**config.mk**
```make
export PLATFORM = sky130hd
export DESIGN_NAME = fetch_unit
export DESIGN_NICKNAME = d
export VERILOG_FILES = /design/src/rtl/fetch_unit_pkg.sv /design/src/rtl/fetch_unit_pc_next_gen.sv /design/src/rtl/fetch_unit.sv
export SDC_FILE = /design/constraint.sdc
export NUM_CORES = 1
export LEC_CHECK = 0
export CORE_MARGIN = 2
export CORE_UTILIZATION = 47
export CTS_CLUSTER_SIZE = 20
export DETAILED_ROUTE_END_ITERATION = 7
export GPL_TIMING_DRIVEN = 0
export PLACE_DENSITY = 0.9
export SYNTH_ARGS = -nofsm -noshare
export SYNTH_HDL_FRONTEND = slang
export SYNTH_HIERARCHICAL = 1
export SYNTH_SLANG_ARGS = --single-unit
```
**constraint.sdc**
```tcl
create_clock -name clk -period 3.35 [get_ports clk]
set_clock_uncertainty 0.1 [all_clocks]
set_input_delay 0.5025 -clock clk [delete_from_list [all_inputs] [get_ports clk]]
set_output_delay 0.5025 -clock clk [all_outputs]
set_load 0.05 [all_outputs]
```
**src/rtl/fetch_unit_pkg.sv**
```systemverilog
// Fetch unit shared types and constants.
// FSM state encoding and PC increment step.
package fetch_unit_pkg;

  typedef enum logic {
    S_REQ  = 1'b0,
    S_HOLD = 1'b1
  } fetch_state_e;

  localparam int unsigned PC_STEP = 4;

endpackage

```
**src/rtl/fetch_unit_pc_next_gen.sv**
```systemverilog
// Next-PC generator for the fetch unit.
// Pure combinational redirect and target arithmetic.
module pc_next_gen
  import fetch_unit_pkg::*;
#(
  parameter int dataW = 32
) (
  input  logic [dataW-1:0] pc,
  input  logic             always_branch,
  input  logic             test_branch,
  input  logic             absolute_branch,
  input  logic             branch_taken,
  input  logic [dataW-1:0] branch_addr,
  output logic [dataW-1:0] next_pc
);

  logic redirect;

  // Pick sequential, absolute or pc-relative target
  always_comb begin
    redirect = always_branch | (test_branch & branch_taken);
    next_pc  = pc + dataW'(PC_STEP);
    if (redirect) begin
      if (absolute_branch) begin
        next_pc = {branch_addr[dataW-1:1], 1'b0};
      end else begin
        next_pc = pc + branch_addr;
      end
    end
  end

endmodule

```
**src/rtl/fetch_unit.sv**
```systemverilog
// Instruction fetch unit: one outstanding request,
// buffers the word until the decoder consumes it.
module fetch_unit
  import fetch_unit_pkg::*;
#(
  parameter int               dataW    = 32,
  parameter logic [dataW-1:0] RESET_PC = dataW'(32'h0000_0000)
) (
  input  logic             clk,
  input  logic             reset,
  output logic [dataW-1:0] imemAddr,
  output logic             imemReq,
  input  logic             imemAck,
  input  logic [dataW-1:0] imemData,
  output logic [dataW-1:0] rawIns,
  output logic             insValid,
  input  logic             insReady,
  output logic [dataW-1:0] ProgAddr,
  output logic [dataW-1:0] LinkAddr,
  input  logic             AlwaysBranch,
  input  logic             TestBranch,
  input  logic             AbsoluteBranch,
  input  logic             BranchTaken,
  input  logic [dataW-1:0] BranchAddr,
  output logic             MisalignedFetch
);

  fetch_state_e     state_q, state_d;
  logic [dataW-1:0] pc_q, pc_d;
  logic [dataW-1:0] raw_q, raw_d;
  logic             mis_q, mis_d;
  logic [dataW-1:0] next_pc;

  pc_next_gen #(
    .dataW(dataW)
  ) u_pc_next_gen (
    .pc              (pc_q),
    .always_branch   (AlwaysBranch),
    .test_branch     (TestBranch),
    .absolute_branch (AbsoluteBranch),
    .branch_taken    (BranchTaken),
    .branch_addr     (BranchAddr),
    .next_pc         (next_pc)
  );

  // Next-state: capture on ack, advance PC on consume
  always_comb begin
    state_d = state_q;
    pc_d    = pc_q;
    raw_d   = raw_q;
    mis_d   = mis_q;
    unique case (state_q)
      S_REQ: begin
        if (imemAck) begin
          raw_d   = imemData;
          state_d = S_HOLD;
        end
      end
      S_HOLD: begin
        if (insReady) begin
          pc_d    = next_pc;
          state_d = S_REQ;
          if (next_pc[1:0] != 2'b00) begin
            mis_d = 1'b1;
          end
        end
      end
      default: state_d = S_REQ;
    endcase
  end

  // State registers with synchronous reset
  always_ff @(posedge clk) begin
    if (reset) begin
      state_q <= S_REQ;
      pc_q    <= RESET_PC;
      raw_q   <= '0;
      mis_q   <= 1'b0;
    end else begin
      state_q <= state_d;
      pc_q    <= pc_d;
      raw_q   <= raw_d;
      mis_q   <= mis_d;
    end
  end

  // Handshake outputs are silenced while reset is held
  always_comb begin
    imemReq  = (state_q == S_REQ) && !reset;
    insValid = (state_q == S_HOLD) && !reset;
  end

  assign imemAddr        = pc_q;
  assign ProgAddr        = pc_q;
  assign LinkAddr        = pc_q + dataW'(PC_STEP);
  assign rawIns          = raw_q;
  assign MisalignedFetch = mis_q;

endmodule

```
==> impl_metrics.tcl <==
set metrics [dict create \
    synth-main-ff-cell "dfxtp_1" \
    arrival_ps 3510 \
    syn_inst 833 \
    end_kind "register" \
    status "finished with violations" \
    synthDistinctLibCells 63 \
    power_density_nw_per_um2 326 \
    cts_buffers 9 \
    clkLatencyLatePin_ps 330 \
    timing.hold.ws_ps 346 \
    sw_frac_of_total 0.353 \
    startpoint_type "primary input" \
    critPathRequiredTime_ps 3500 \
    totalWireLength_um 21800 \
    hold_start "MisalignedFetch" \
    core_um2 12500 \
    avgViaCountPerCell 5.82 \
    slew_viol_final 0 \
    postCtsHoldBufs 0 \
    place_hpwl_um 15400 \
    io_pins 203 \
    critPathMostFrequentCell "nand2_1" \
    die_h_um 116 \
    drcViolationCount 0 \
    p_int_mw 1.87 \
    rows 41 \
    crit_path_top_delay_cell "clkdlybuf4s50_1" \
    grt_pass1_vias 6479 \
    sequentialPowerShare 0.306 \
    setup_viol 1 \
    syn_area_um2 5930 \
    n_antenna_cell 0 \
    nNetsFinal 1157 \
    fin_ws_ps -14.3 \
    violations "setup timing" \
    root_buffer "clkbuf_16" \
    gp_congestion 0.927 \
    detail_route.wl_per_cell_um 17.8 \
    nFillCells 963 \
    clockBufferDepth 2 \
    max_freq_mhz 297 \
    synth_warnings 6 \
    critPathLaunch "BranchAddr[21]" \
    fin_area_um2 8880 \
    dieArea_um2 13500 \
    hold_violations 0 \
    initial_utilization 0.476 \
    cap_viol_max_count 0 \
    dpl_cell_area_um2 8150 \
    ys_seq_elements 66 \
    clk_pin_slew_ps 60 \
    areaGrowthSynthToFinish_pct 49.7 \
    path_buf_inv 1 \
    postSynth.asyncResetShare 0 \
    grt_start_max_net_pins 15 \
    p_comb_frac 0.327 \
    critPathKind "in -> reg" \
    grt.total_usage 0.295 \
    syn-num-nets 939 \
    cts_sinks 66 \
    drive_above_1_share 0.131 \
    layout.cells.most_common_list "nand2_1 (175), clkdlybuf4s50_1 (171), a21oi_1 (112)" \
    io_buffers 200 \
    net-switching-power_mw 1.02 \
    crit_chain "clkdlybuf4s50_1 -> ha_1 -> and3_1 -> nand2_1 -> nor2_1 -> o2bb2ai_1 -> nor2_2 -> a21oi_2 -> xnor2_1 -> or3_1 -> a31oi_1 -> nand2_1 -> a21oi_1" \
    r2r_start "ProgAddr[21]" \
    synth_edf_count 0 \
    antenna_left 0 \
    cts_htree_levels 3 \
    first_pass_iters 6 \
    post-route-period-util 1.00 \
    slew_headroom 0.521 \
    min_period_ps 3360 \
    vias 7152 \
    max_stage_delay_ps 470 \
    clkPwrFrac 0.367 \
    seq_area_frac_synth 0.223 \
    syn_avg_cell_area_um2 7.12 \
    path_max_fanout 6 \
    min_path_type "reg -> reg" \
    grt-ovfl-total 0 \
    antenna_found_initial 0 \
    worst_ir_drop_vdd_uv 287 \
    drtIter0Drc 777 \
    p_leak_nw 3.58 \
    final_common_cell "nand2_1" \
    die_w_um 116 \
    critPathTopFamily "simple AND/OR/NAND/NOR gates" \
    cts_tree "built" \
    grt_pass1_wl_um 32000 \
    worst_pin_slew_ps 718 \
]
-- what timing repair did --
item                                    in CTS  in global routing
resized for setup                           48                 59
pin swaps                                    6                 17
buffers inserted                             2                  8
endpoints found under the setup margin      31                 25
-- sequential cells by signal (all words and copies together) (netlist names) --
register / count
rawIns: 32
MisalignedFetch: 1
state_q: 1
ProgAddr: 32
-- power groups by stage --
stage | logic, mW | registers [mW] | clock network, mW
final | 0.944 | 0.886 | 1.06
after global routing | 0.995 | 0.891 | 1.10
after CTS | 0.886 | 0.880 | 1.06
after detailed placement | 0.876 | 0.897 | 0
after global placement | 0.868 | 0.895 | 0
after floorplan | 0.447 | 1.01 | 0
-- per-layer routing --
layer	vias to the layer above	track usage	part of all wire
met3	72	0.0529	0.089
met1	3297	0.377	0.39
met2	450	0.497	0.49
met4	0	0.112	0.035
li1	3333	-	-
met5	-	0	0
-- worst paths after layout --
kind | end | slack (ps) | cells past startpoint
min reg2reg | MisalignedFetch | 350 | 2
max | ProgAddr[31] | -10 | 13
max reg2reg | ProgAddr[31] | 30 | 12
min | MisalignedFetch | 350 | 2
-- synthesized netlist by cell type, drive strengths merged (20+ instances only) --
cell type  number  area [µm²]
buf            40         288
a21o           22         168
a21oi         118         598
nand3          33         170
nand2         176         661
o21ai          30         150
nor2           46         175
xnor2          46         403
dfxtp          66        1320
clkbuf         41         156
and3           20         125
ha             33         413
xor2           37         332
-- layout make-up --
cell class | instances | area [µm²] | area share
Buffer | 78 | 432 | 0.0486
Clock buffer | 10 | 239 | 0.0269
Clock inverter | 6 | 95.1 | 0.0107
Inverter | 11 | 41.3 | 0.00465
Multi-Input combinational cell | 675 | 4440 | 0.500
Sequential cell | 66 | 1340 | 0.150
Tap cell | 172 | 215 | 0.0242
Timing Repair Buffer | 210 | 2080 | 0.234
-- cells by family after synthesis --
| kind of cell | after synthesis | synth area share |
|---|---|---|
| compound gates | 223 | 0.231 |
| xor+xnor | 83 | 0.124 |
| fa+ha+maj | 34 | 0.0730 |
| buf+inv | 92 | 0.0819 |
| flops | 66 | 0.223 |
| mux | 4 | 0.00697 |
| simple gates | 331 | 0.260 |
-- worst reg2reg max path: cells and delay by family, from the launching register on --
family	cells	cell delay, ps
and+or+nand+nor	6	1260
AOI/OAI and AO/OA	4	750
DFF	1	680
adders and majority gates	1	360
xor gates and xnor gates	1	90
-- stage by stage --
stage,setup TNS [ps],std cells,total power [mW],util,setup slack [ps]
final,-14.3,1228,2.89,0.712,-14.3
after global routing,-137,1228,2.98,0.712,-82.3
after CTS,0,1221,2.82,0.686,2.19
after detailed placement,-6530,1205,1.77,0.653,-566
after global placement,-5960,1205,1.76,0.653,-547
after floorplan,0,833,1.45,-,110
(Power assumes the default switching activity.)
